## src/rtl/window_3x3_gen.sv

```systemverilog
// Streaming 3x3 window generator: two row buffers feed a 3x3 register array.
// Define WINDOW_FRAME_FLAGS_EN to add the sof_o/eof_o frame markers.
module window_3x3_gen #(
   parameter int DATA_WIDTH = 8,
   parameter int IMG_WIDTH  = 32,
   parameter int IMG_HEIGHT = 32
) (
   input  logic                         clk,
   input  logic                         rst,
   input  logic                         valid_i,
   input  logic signed [DATA_WIDTH-1:0] data_i,
   output logic                         valid_o,
   output logic signed [DATA_WIDTH-1:0] data_o [9]
`ifdef WINDOW_FRAME_FLAGS_EN
   ,
   output logic                         sof_o,
   output logic                         eof_o
`endif
);
   localparam int CW = $clog2(IMG_WIDTH);
   localparam int RW = $clog2(IMG_HEIGHT);

   logic [CW-1:0] col_q, col_d;
   logic [RW-1:0] row_q, row_d;
   logic          col_last, row_last, win_ok;
   logic          valid_q;

   logic signed [DATA_WIDTH-1:0] lb0_q [IMG_WIDTH];
   logic signed [DATA_WIDTH-1:0] lb1_q [IMG_WIDTH];
   logic signed [DATA_WIDTH-1:0] lb0_rd, lb1_rd;
   logic signed [DATA_WIDTH-1:0] win_q [9];
   logic signed [DATA_WIDTH-1:0] win_d [9];

   assign col_last = (col_q == CW'(IMG_WIDTH - 1));
   assign row_last = (row_q == RW'(IMG_HEIGHT - 1));
   assign win_ok   = valid_i && (row_q >= RW'(2)) && (col_q >= CW'(2));
   assign lb0_rd   = lb0_q[col_q];
   assign lb1_rd   = lb1_q[col_q];

   always_comb begin
      col_d = col_q;
      row_d = row_q;
      if (valid_i) begin
         if (col_last) begin
            col_d = '0;
            row_d = row_last ? '0 : row_q + RW'(1);
         end else begin
            col_d = col_q + CW'(1);
         end
      end
   end

   // New right column holds rows r-2, r-1, r at the current column
   always_comb begin
      for (int i = 0; i < 9; i++) win_d[i] = win_q[i];
      if (valid_i) begin
         for (int r = 0; r < 3; r++) begin
            win_d[3*r]   = win_q[3*r+1];
            win_d[3*r+1] = win_q[3*r+2];
         end
         win_d[2] = lb1_rd;
         win_d[5] = lb0_rd;
         win_d[8] = data_i;
      end
   end

   always_ff @(posedge clk) begin
      if (rst) begin
         col_q   <= '0;
         row_q   <= '0;
         valid_q <= 1'b0;
         for (int i = 0; i < 9; i++) win_q[i] <= '0;
      end else begin
         col_q   <= col_d;
         row_q   <= row_d;
         valid_q <= win_ok;
         for (int i = 0; i < 9; i++) win_q[i] <= win_d[i];
      end
   end

   // Line buffers are never cleared; rows 0 and 1 refill them before use
   always_ff @(posedge clk) begin
      if (valid_i) begin
         lb1_q[col_q] <= lb0_q[col_q];
         lb0_q[col_q] <= data_i;
      end
   end

   assign valid_o = valid_q;
   assign data_o  = win_q;

`ifdef WINDOW_FRAME_FLAGS_EN
   logic sof_q, eof_q;

   always_ff @(posedge clk) begin
      if (rst) begin
         sof_q <= 1'b0;
         eof_q <= 1'b0;
      end else begin
         sof_q <= valid_i && (row_q == RW'(2)) && (col_q == CW'(2));
         eof_q <= valid_i && row_last && col_last;
      end
   end

   assign sof_o = sof_q;
   assign eof_o = eof_q;
`endif

endmodule

```

## config.mk

```make
export PLATFORM = sky130hd
export DESIGN_NAME = window_3x3_gen
export DESIGN_NICKNAME = d
export VERILOG_FILES = /design/src/rtl/window_3x3_gen.sv
export SDC_FILE = /design/constraint.sdc
export NUM_CORES = 1
export LEC_CHECK = 0
export CAP_MARGIN = 40
export CELL_PAD_IN_SITES_DETAIL_PLACEMENT = 2
export CELL_PAD_IN_SITES_GLOBAL_PLACEMENT = 2
export CORE_MARGIN = 4
export CORE_UTILIZATION = 48
export DETAILED_ROUTE_END_ITERATION = 8
export GPL_ROUTABILITY_DRIVEN = 1
export GPL_TIMING_DRIVEN = 0
export PLACE_DENSITY = 0.82
export RECOVER_POWER = 100
export SLEW_MARGIN = 20
export SYNTH_ARGS = -nofsm -noshare
export SYNTH_HDL_FRONTEND = slang
export SYNTH_SLANG_ARGS = --single-unit
```

## constraint.sdc

```tcl
create_clock -name clk -period 5.3 [get_ports clk]
set_input_delay 1.06 -clock clk [delete_from_list [all_inputs] [get_ports clk]]
set_output_delay 1.06 -clock clk [all_outputs]
set_load 0.05 [all_outputs]
```

==> results of run 1 <==
## sequential cells by signal (all words and copies together), names as in the netlist, named ones only
register,cells
lb1_q,256
row_q,5
col_q,5
lb0_q,256
valid_o,1
data_o,72
## layer usage
layer  wire length, um  up-vias  GRT usage
met4              4700        2      0.141
met1             33000     7451      0.441
met5                14        -          0
met2             40800      929      0.543
met3              7170      269     0.0642
li1                  -     5543          -
## Yosys cell counts, drive strengths merged (4+ instances only)
cell type	instances	area share
nor4	9	0.0046
o21a	8	0.0026
nand2	30	0.0049
o21ai	4	0.00087
inv	8	0.0013
nor3	13	0.0028
ha	8	0.0043
buf	43	0.013
mux4	64	0.064
clkbuf	33	0.0056
mux2i	186	0.081
edfxtp	512	0.67
and3	5	0.0014
nor2	124	0.020
dfxtp	88	0.077
nand2b	4	0.0011
nor2b	8	0.0022
a22oi	83	0.027
a311oi	4	0.0015
o2111ai	6	0.0023
a21oi	47	0.010
## layout make-up
type                    instances  area, um^2
fillers                      3942       20200
flip-flops and latches        600       17100
multi-input cells             620        5420
clock buffers                  79        1640
repair buffers                137        1050
well taps                     607         759
plain buffers                  76         404
clock inverters                34         362
inverters                       8        30.0
diodes                          1        2.50
## final timing paths
| kind | endpoint | from |
|---|---|---|
| hold / removal | data_o[22]$_SDFFE_PP0P_ | data_o[22]$_SDFFE_PP0P_ |
| setup / recovery | lb1_q[16][0]$_DFFE_PP_ | register |
| hold reg to reg | data_o[22]$_SDFFE_PP0P_ | data_o[22]$_SDFFE_PP0P_ |
| setup reg to reg | lb1_q[16][0]$_DFFE_PP_ | register |
## where the power goes
group	switching [uW]	total, uW	internal [uW]
Clock	1980	4460	2480
Combinational	591	827	236
Sequential	41.8	5270	5220
Total	2610	10600	7940
## tightest hold or removal path, delay by kind of cell (launching register included)
kind	cells	cell delay (ps)
multiplexers	1	60
flip-flops	1	330
AND/OR/NAND/NOR	1	80
## metrics by stage
step,hold slack (ps),total power [uW]
2_1_floorplan,454,5790
3_3_place_gp,470,6070
3_5_place_dp,488,6180
4_1_cts,512,10600
5_1_grt,540,10800
6_report,499,10600
## logic make-up after synthesis
group | after synthesis | share of synthesized area
AO/OA/AOI/OAI | 157 | 0.0462
adder cells (fa/ha/maj) | 8 | 0.00435
multiplexers | 250 | 0.145
buffers and inverters | 84 | 0.0196
AND/OR/NAND/NOR | 205 | 0.0408
flip-flops | 600 | 0.744
==> out/metrics.yaml, run 1 <==
end_kind: "register"
syn_avg_cell_area_um2: 17.7
totalNegativeSetupSlack_ps: 0
critPathKind: "reg2reg"
crit_slowest_cell: "nor4_1"
cts_resized: 0
synth_edf_count: 512
crit_buf_inv: 3
die_h_um: 227
final_cells: 2162
fin_ws_ps: 976
holdBufCountCts: 0
grt_pass1_wl_um: 121000
crit_chain: "buf_4 > buf_4 > mux2i_1 > a22oi_1 > a21oi_1 > nor4_1 > clkbuf_1"
finalSetupViolCount: 0
final_cell_mix: "512 x edfxtp_1, 186 x mux2i_1, 124 x nor2_1"
crit_fanout: 18
nets: 1522
dp_hpwl_um: 53200
whs_path_depth: 2
vias: 14200
hp-class: "reg2reg"
rows: 79
crit_family: "buffers and inverters"
clk_path_buf_depth: 3
cts_tree: "yes"
setup.worst_path.start_class: "register"
r2r_setup_slack_ps: 980
hold_viol_final: 0
syn_nets: 1323
syn-instance-count: 1304
dp_slack_ps: 1580
ioPinCount: 84
netlist_area_um2: 23000
dp_cells: 2043
p_leak_uw: 0.00888
ctsHtreeMaxLevel: 2
root_buffer: "clkbuf_16"
violations: "capacitance limit, slew limit"
place.gp.congestion: 0.862
wirelength_um: 85700
final_common_cell: "edfxtp_1"
cts.sinks: 600
start_util: 0.490
routedWlPerCell_um: 39.6
cpPeakStageDelay_ps: 1420
yosys.cell_types.count: 42
cp_common_cell: "buf_4"
worstMarginPinSlew_ps: 2100
min_period_ps: 4320
area_growth_pct: 16.4
ant_nets: 0
cp_data_arrival_time_ps: 4610
reg2reg_depth: 7
worst-path-stages: 7
grt_max_degree: 34
synth-seq-cells: 600
yosys_warnings: 0
portBuffers: 81
layout-drive-gt1-share: 0.129
fp.dieArea_um2: 51500
dr.pass1.iters: 8
final_max_slew_viol_count: 228
drc: 0
core_um2: 47000
ir_drop_mv: 0.309
seq_area_frac_synth: 0.744
rsz0062_at_grt: "no"
postCtsSetupBuffers: 0
cts_inserted_buffers: 60
powerDensity_nw_per_um2: 394
dpl-instance-area_um2: 25300
required_ps: 5580
final_area_um2: 26800
synthArstFlopShare: 0
max-cap-violations: 10
drt_iter0_drc: 1722
status: "finished with violations"
grt_pass1_vias: 15200
path_clk_slew_ps: 70
fp.dieW_um: 227
finClkSkew_ps: 28.8
routed_via_density: 6.57
finalCoreUtilization: 0.571
grt_usage: 0.332
overflow: 0
antenna_found_initial: 2
timing.final.crit_share: 0.816
max_freq_mhz: 231
ys_dominant_reg_cell: "edfxtp_1"
clk_latency_ps: 640
relSlewSlack: -0.400
(Power assumes the default switching activity.)
==> run 2: changes to the inputs <==
--- a/config.mk
+++ b/config.mk
@@ -9,11 +9,11 @@
 export CELL_PAD_IN_SITES_DETAIL_PLACEMENT = 2
 export CELL_PAD_IN_SITES_GLOBAL_PLACEMENT = 2
 export CORE_MARGIN = 4
-export CORE_UTILIZATION = 48
+export CORE_UTILIZATION = 42
 export DETAILED_ROUTE_END_ITERATION = 8
 export GPL_ROUTABILITY_DRIVEN = 1
 export GPL_TIMING_DRIVEN = 0
-export PLACE_DENSITY = 0.82
+export PLACE_DENSITY = 0.76
 export RECOVER_POWER = 100
 export SLEW_MARGIN = 20
 export SYNTH_ARGS = -nofsm -noshare
==> constraint.sdc (replaced) <==
create_clock -name clk -period 3.8 [get_ports clk]
set_input_delay 0.76 -clock clk [delete_from_list [all_inputs] [get_ports clk]]
set_output_delay 0.76 -clock clk [all_outputs]
set_load 0.05 [all_outputs]
==> run 2 against run 1 <==
Against the previous run:
- the flow still finishes with violations (capacitance limit, slew limit)
- clock-buffer cell count is 11 higher
- total power is 39% higher
- wire length is 13% lower
- worst hold slack worse by 16 ps
- final cell count is 3.4% higher
==> out/metrics.yaml, run 2 (same netlist as run 1, synthesis figures left out) <==
power_switching_uw: 3430  # was 2610 uW
ant_nets: 0  # unchanged
final_area_um2: 27200  # was 26800 um^2
dp_cells: 2118  # was 2043
violations: "capacitance limit, slew limit"  # unchanged
cts_resized: 0  # unchanged
clkPwrFrac: 0.424  # was 0.423
totalNegativeSetupSlack_ps: 0  # unchanged
end_kind: "register"  # unchanged
p_int_uw: 11200  # was 7940 uW
ioPinCount: 84  # unchanged
final_cells: 2236  # was 2162
root_buffer: "clkbuf_16"  # unchanged
clk_latency_ps: 610  # was 640 ps
fp.dieArea_um2: 58600  # was 51500 um^2
finClkSkew_ps: 41.7  # was 28.8 ps
status: "finished with violations"  # unchanged
path_clk_slew_ps: 60  # was 70 ps
start_util: 0.426  # was 0.490
max-cap-violations: 8  # was 10
relSlewSlack: -0.306  # was -0.400
hp-class: "reg2reg"  # unchanged
final_cell_mix: "512 x edfxtp_1, 186 x mux2i_1, 114 x nor2_1"  # was 512 x edfxtp_1, 186 x mux2i_1, 124 x nor2_1
hold_viol_final: 0  # unchanged
portBuffers: 81  # unchanged
p_leak_uw: 0.00903  # was 0.00888 uW
final_max_slew_viol_count: 272  # was 228
multi_input_comb_area_um2: 5490  # was 5420 um^2
cts_inserted_buffers: 66  # was 60
grt_pass1_vias: 14500  # was 15.2k
hold_ws_ps: 484  # was 499 ps
dp_hpwl_um: 49200  # was 53200 um
place.gp.congestion: 0.826  # was 0.862
max_freq_mhz: 292
ctsHtreeMaxLevel: 3  # was 2
cp_data_arrival_time_ps: 3740  # was 4610 ps
area_growth_pct: 18.1  # was 16.4%
filler_cell_count: 4862  # was 3942
core_um2: 54000  # was 47000 um^2
combPwrFrac: 0.074  # was 0.078
crit_fanout: 10  # was 18
ir_drop_mv: 0.378  # was 0.309 mV
dr.pass1.iters: 5  # was 8
clk_path_buf_depth: 3  # unchanged
routed_via_density: 5.91  # was 6.57
wirelength_um: 74600  # was 85700 um
layout-drive-gt1-share: 0.149  # was 0.129
vias: 13200  # was 14.2k
final-seq-area_um2: 17100  # unchanged
antenna_cells: 0  # was 1
required_ps: 4110  # was 5580 ps
rsz0062_at_grt: "no"  # unchanged
cts.sinks: 600  # unchanged
p_seq_frac: 0.502  # was 0.499
critPathKind: "in2reg"  # was reg2reg
setup.worst_path.start_class: "primary input"  # was register
dpl-instance-area_um2: 25300  # unchanged
overflow: 0  # unchanged
die_h_um: 242  # was 227 um
holdBufCountCts: 0  # unchanged
min_period_ps: 3430
postCtsSetupBuffers: 0  # unchanged
final_common_cell: "edfxtp_1"  # unchanged
swShare: 0.235  # was 0.248
grt_usage: 0.250  # was 0.332
drt_iter0_drc: 1370  # was 1722
grt_pass1_wl_um: 107000  # was 121000 um
rows: 85  # was 79
powerDensity_nw_per_um2: 538  # was 394 nW/um^2
routedWlPerCell_um: 33.3  # was 39.6 um
fp.dieW_um: 242  # was 227 um
nets: 1512  # was 1522
timing.final.crit_share: 0.902
grt_max_degree: 34  # unchanged
cts_tree: "yes"  # unchanged
worstMarginPinSlew_ps: 1960  # was 2100 ps
finalSetupViolCount: 0  # unchanged
drc: 0  # unchanged
antenna_found_initial: 0  # was 2
## run 2: changes by cell type in the layout (fill, tap and decap cells not counted), moves of 8 or more
cell and change:
buf_8 +18, clkbuf_1 -38, clkbuf_16 +9, clkinv_1 +9
clkinv_2 -8, nor2_1 -10, nor2_2 +10
## run 2: final timing paths
| kind | startpoint | to | slack, ps | depth (start not counted) |
|---|---|---|---|---|
| setup / recovery | valid_i | lb0_q[22][3]$_DFFE_PP_ | 370 | 5 |
| hold reg to reg | data_o[43]$_SDFFE_PP0P_ | data_o[43]$_SDFFE_PP0P_ | 480 | 2 |
| hold / removal | data_o[43]$_SDFFE_PP0P_ | data_o[43]$_SDFFE_PP0P_ | 480 | 2 |
| setup reg to reg | register | data_o[25]$_SDFFE_PP0P_ | 430 | 8 |
## run 2: metrics by stage
stage | worst slack, ps | power, uW | util
global placement | -898 | 8450 | 0.457
floorplan | 1160 | 8080 | -
detailed placement | 238 | 8580 | 0.469
global route | 306 | 15100 | 0.503
CTS | 643 | 14800 | 0.507
finish | 372 | 14600 | 0.503
## run 2: cell type report
cell class	count	area share
buffer	76	0.0152
multi-input combinational	620	0.202
inverter	8	0.00110
tap	696	0.0320
sequential	600	0.630
timing repair buffer	121	0.0448
clock buffer	90	0.0686
clock inverter	25	0.00630
## run 2: critical path, cell delays in order
cell and delay (ps):
clkbuf_1 360, clkbuf_1 630, nand2_1 550, nor2_1 1160
buf_8 250
## run 2: metal layers
| metal | vias up | track usage | wire, um |
|---|---|---|---|
| met5 | - | 0 | 0 |
| met4 | 0 | 0.0922 | 2830 |
| li1 | 5511 | - | - |
| met3 | 134 | 0.0454 | 3870 |
| met2 | 512 | 0.440 | 38600 |
| met1 | 7061 | 0.311 | 29200 |
## run 2: power by group through the flow
| stage | clock network, uW | logic, uW | registers (uW) |
|---|---|---|---|
| finish | 6200 | 1090 | 7340 |
| global route | 6600 | 1140 | 7340 |
| CTS | 6300 | 1120 | 7330 |
| detailed placement | 0 | 1110 | 7470 |
| global placement | 0 | 975 | 7480 |
| floorplan | 0 | 490 | 7590 |
==> run 3: changes to the inputs <==
--- a/config.mk
+++ b/config.mk
@@ -6,10 +6,10 @@
 export NUM_CORES = 1
 export LEC_CHECK = 0
 export CAP_MARGIN = 40
-export CELL_PAD_IN_SITES_DETAIL_PLACEMENT = 2
-export CELL_PAD_IN_SITES_GLOBAL_PLACEMENT = 2
+export CELL_PAD_IN_SITES_DETAIL_PLACEMENT = 1
+export CELL_PAD_IN_SITES_GLOBAL_PLACEMENT = 1
 export CORE_MARGIN = 4
-export CORE_UTILIZATION = 42
+export CORE_UTILIZATION = 47
 export DETAILED_ROUTE_END_ITERATION = 8
 export GPL_ROUTABILITY_DRIVEN = 1
 export GPL_TIMING_DRIVEN = 0
==> constraint.sdc (replaced) <==
create_clock -name clk -period 2.8 [get_ports clk]
set_input_delay 0.56 -clock clk [delete_from_list [all_inputs] [get_ports clk]]
set_output_delay 0.56 -clock clk [all_outputs]
set_load 0.05 [all_outputs]
==> run 3 against run 2 <==
Against the previous run:
- the run still ends with capacitance limit, slew limit left
- total power increased by 32%
- first-iteration DRC count decreased by 13%
- sequential share of layout area about the same
- utilization increased by 6.3 points
- register-to-register slack got worse by 420 ps
- wire length decreased by 16%
- highest routed layer unchanged
==> out/metrics.yaml, run 3 (same netlist as run 1, synthesis figures left out) <==
status: "finished with violations"  # unchanged
violations: "capacitance limit, slew limit"  # unchanged
area_growth_pct: 18.1  # about the same
critPathKind: "reg2reg"  # was in2reg
final_max_slew_viol_count: 238  # was 272
overflow: 0  # unchanged
max_freq_mhz: 358
nets: 1518  # was 1512
clk_latency_ps: 630  # was 610 ps
die_h_um: 229  # was 242 um
final_common_cell: "edfxtp_1"  # unchanged
grt_pass1_wl_um: 93200  # was 107000 um
p_leak_uw: 0.00888  # was 0.00903 uW
routedWlPerCell_um: 28.9  # was 33.3 um
ioPinCount: 84  # unchanged
final_cell_mix: "512 x edfxtp_1, 186 x mux2i_1, 92 x nor2_1"  # was 512 x edfxtp_1, 186 x mux2i_1, 114 x nor2_1
end_kind: "register"  # unchanged
dr.pass1.iters: 5  # unchanged
vias: 12900  # was 13.2k
ant_nets: 0  # unchanged
hold_path_startpoint: "rst"  # was data_o[43]$_SDFFE_PP0P_
drc: 0  # unchanged
finClkSkew_ps: 23.1  # was 41.7 ps
final_cells: 2167  # was 2236
setup.worst_path.start_class: "register"  # was primary input
fp.dieW_um: 229  # was 242 um
min_period_ps: 2790
antenna_found_initial: 0  # unchanged
antenna_cells: 0  # unchanged
crit_start: "col_q[1]$_SDFFE_PP0P_"  # was valid_i
powerDensity_nw_per_um2: 710  # was 538 nW/um^2
cp_data_arrival_time_ps: 3100  # was 3740 ps
start_util: 0.479  # was 0.426
root_buffer: "clkbuf_16"  # unchanged
holdBufCountCts: 0  # unchanged
grt_max_degree: 34  # unchanged
filler_cell_count: 4306  # was 4862
rows: 80  # was 85
grt_usage: 0.238  # was 0.250
timing.final.crit_share: 0.998
cts.sinks: 600  # unchanged
relSlewSlack: -0.230  # was -0.306
cts_inserted_buffers: 61  # was 66
wirelength_um: 62500  # was 74600 um
reg2reg_to: "lb1_q[21][3]$_DFFE_PP_"  # was data_o[25]$_SDFFE_PP0P_
dp_cells: 2045  # was 2118
crit_path_end: "lb1_q[21][3]$_DFFE_PP_"  # was lb0_q[22][3]$_DFFE_PP_
rsz0062_at_grt: "yes"  # was no
drt_iter0_drc: 1194  # was 1370
fp.dieArea_um2: 52600  # was 58600 um^2
grt_pass1_vias: 13800  # was 14.5k
multi_input_comb_area_um2: 5600  # was 5490 um^2
place.gp.congestion: 0.837  # was 0.826
reg2reg_depth: 7  # was 8
hp-class: "in2reg"  # was reg2reg
cts_tree: "yes"  # unchanged
r2r-start: "col_q[1]$_SDFFE_PP0P_"
hold_viol_final: 0  # unchanged
power_uw: 19300  # was 14600 uW
clk_path_buf_depth: 3  # unchanged
core_um2: 48000  # was 54000 um^2
portBuffers: 81  # unchanged
ir_drop_mv: 0.592  # was 0.378 mV
max-cap-violations: 7  # was 8
required_ps: 3100  # was 4110 ps
layout-drive-gt1-share: 0.184  # was 0.149
r2r_setup_slack_ps: 7  # was 430 ps
path_clk_slew_ps: 70  # was 60 ps
ctsHtreeMaxLevel: 2  # was 3
routed_via_density: 5.95  # was 5.91
final-seq-area_um2: 17100  # unchanged
finalSetupViolCount: 0  # unchanged
dp_hpwl_um: 41800  # was 49200 um
worstMarginPinSlew_ps: 1850  # was 1960 ps
crit_fanout: 12  # was 10
-- run 3: metrics by stage --
stage	setup slack (ps)	TNS, ps	area, um^2	hold WS (ps)	utilization
final	6.91	0	27200	477	0.566
after global routing	-44.1	-3530	27200	505	0.566
after CTS	9.43	0	27300	461	0.569
after detailed placement	-419	-88230	25300	485	0.528
after global placement	-1930	-807100	24600	472	0.512
after floorplan	169	0	23000	454	-
-- run 3: timing repair --
item,CTS,global route
pin swaps,3,0
gates resized for setup,6,12
endpoints found under the setup margin,108,96
buffers inserted,5,0
hold endpoints to repair,0,0
-- run 3: area by class of cell --
| class | count | share of cell area |
|---|---|---|
| repair buffers | 132 | 0.0476 |
| well taps | 615 | 0.0283 |
| clock inverters | 39 | 0.0108 |
| flip-flops and latches | 600 | 0.630 |
| multi-input cells | 620 | 0.206 |
| clock buffers | 77 | 0.0603 |
| plain buffers | 76 | 0.0159 |
| inverters | 8 | 0.00110 |
-- run 3: worst max-delay path, cell delays in order (launching register included) --
cell      delay, ps
dfxtp_1         420
buf_4           240
buf_2           240
inv_1           120
ha_1            150
nand2_1         360
nor2_2          550
clkbuf_4        380
-- run 3: power by group --
part | switching, uW | leakage [uW] | internal [uW]
logic | 969 | 0.00260 | 510
registers | 61.4 | 0.00532 | 9890
clock network | 3390 | 0.000960 | 4500
total | 4420 | 0.00888 | 14900
-- run 3: routing by layer --
metal / track usage / up-vias / wire (um)
met5: 0 / - / 0
met4: 0.0843 / 0 / 2330
met3: 0.0396 / 135 / 4050
met2: 0.414 / 537 / 31900
met1: 0.305 / 6680 / 24300
li1: - / 5541 / -
-- run 3: worst min-delay path by stage --
stage                              endpoint  slack [ps]  cells after the start
floorplan             row_q[4]$_SDFFE_PP0P_         450                      2
global placement      row_q[4]$_SDFFE_PP0P_         470                      2
detailed placement  data_o[64]$_SDFFE_PP0P_         480                      2
CTS                 data_o[50]$_SDFFE_PP0P_         460                      2
global route        data_o[57]$_SDFFE_PP0P_         510                      4
finish              data_o[50]$_SDFFE_PP0P_         480                      2
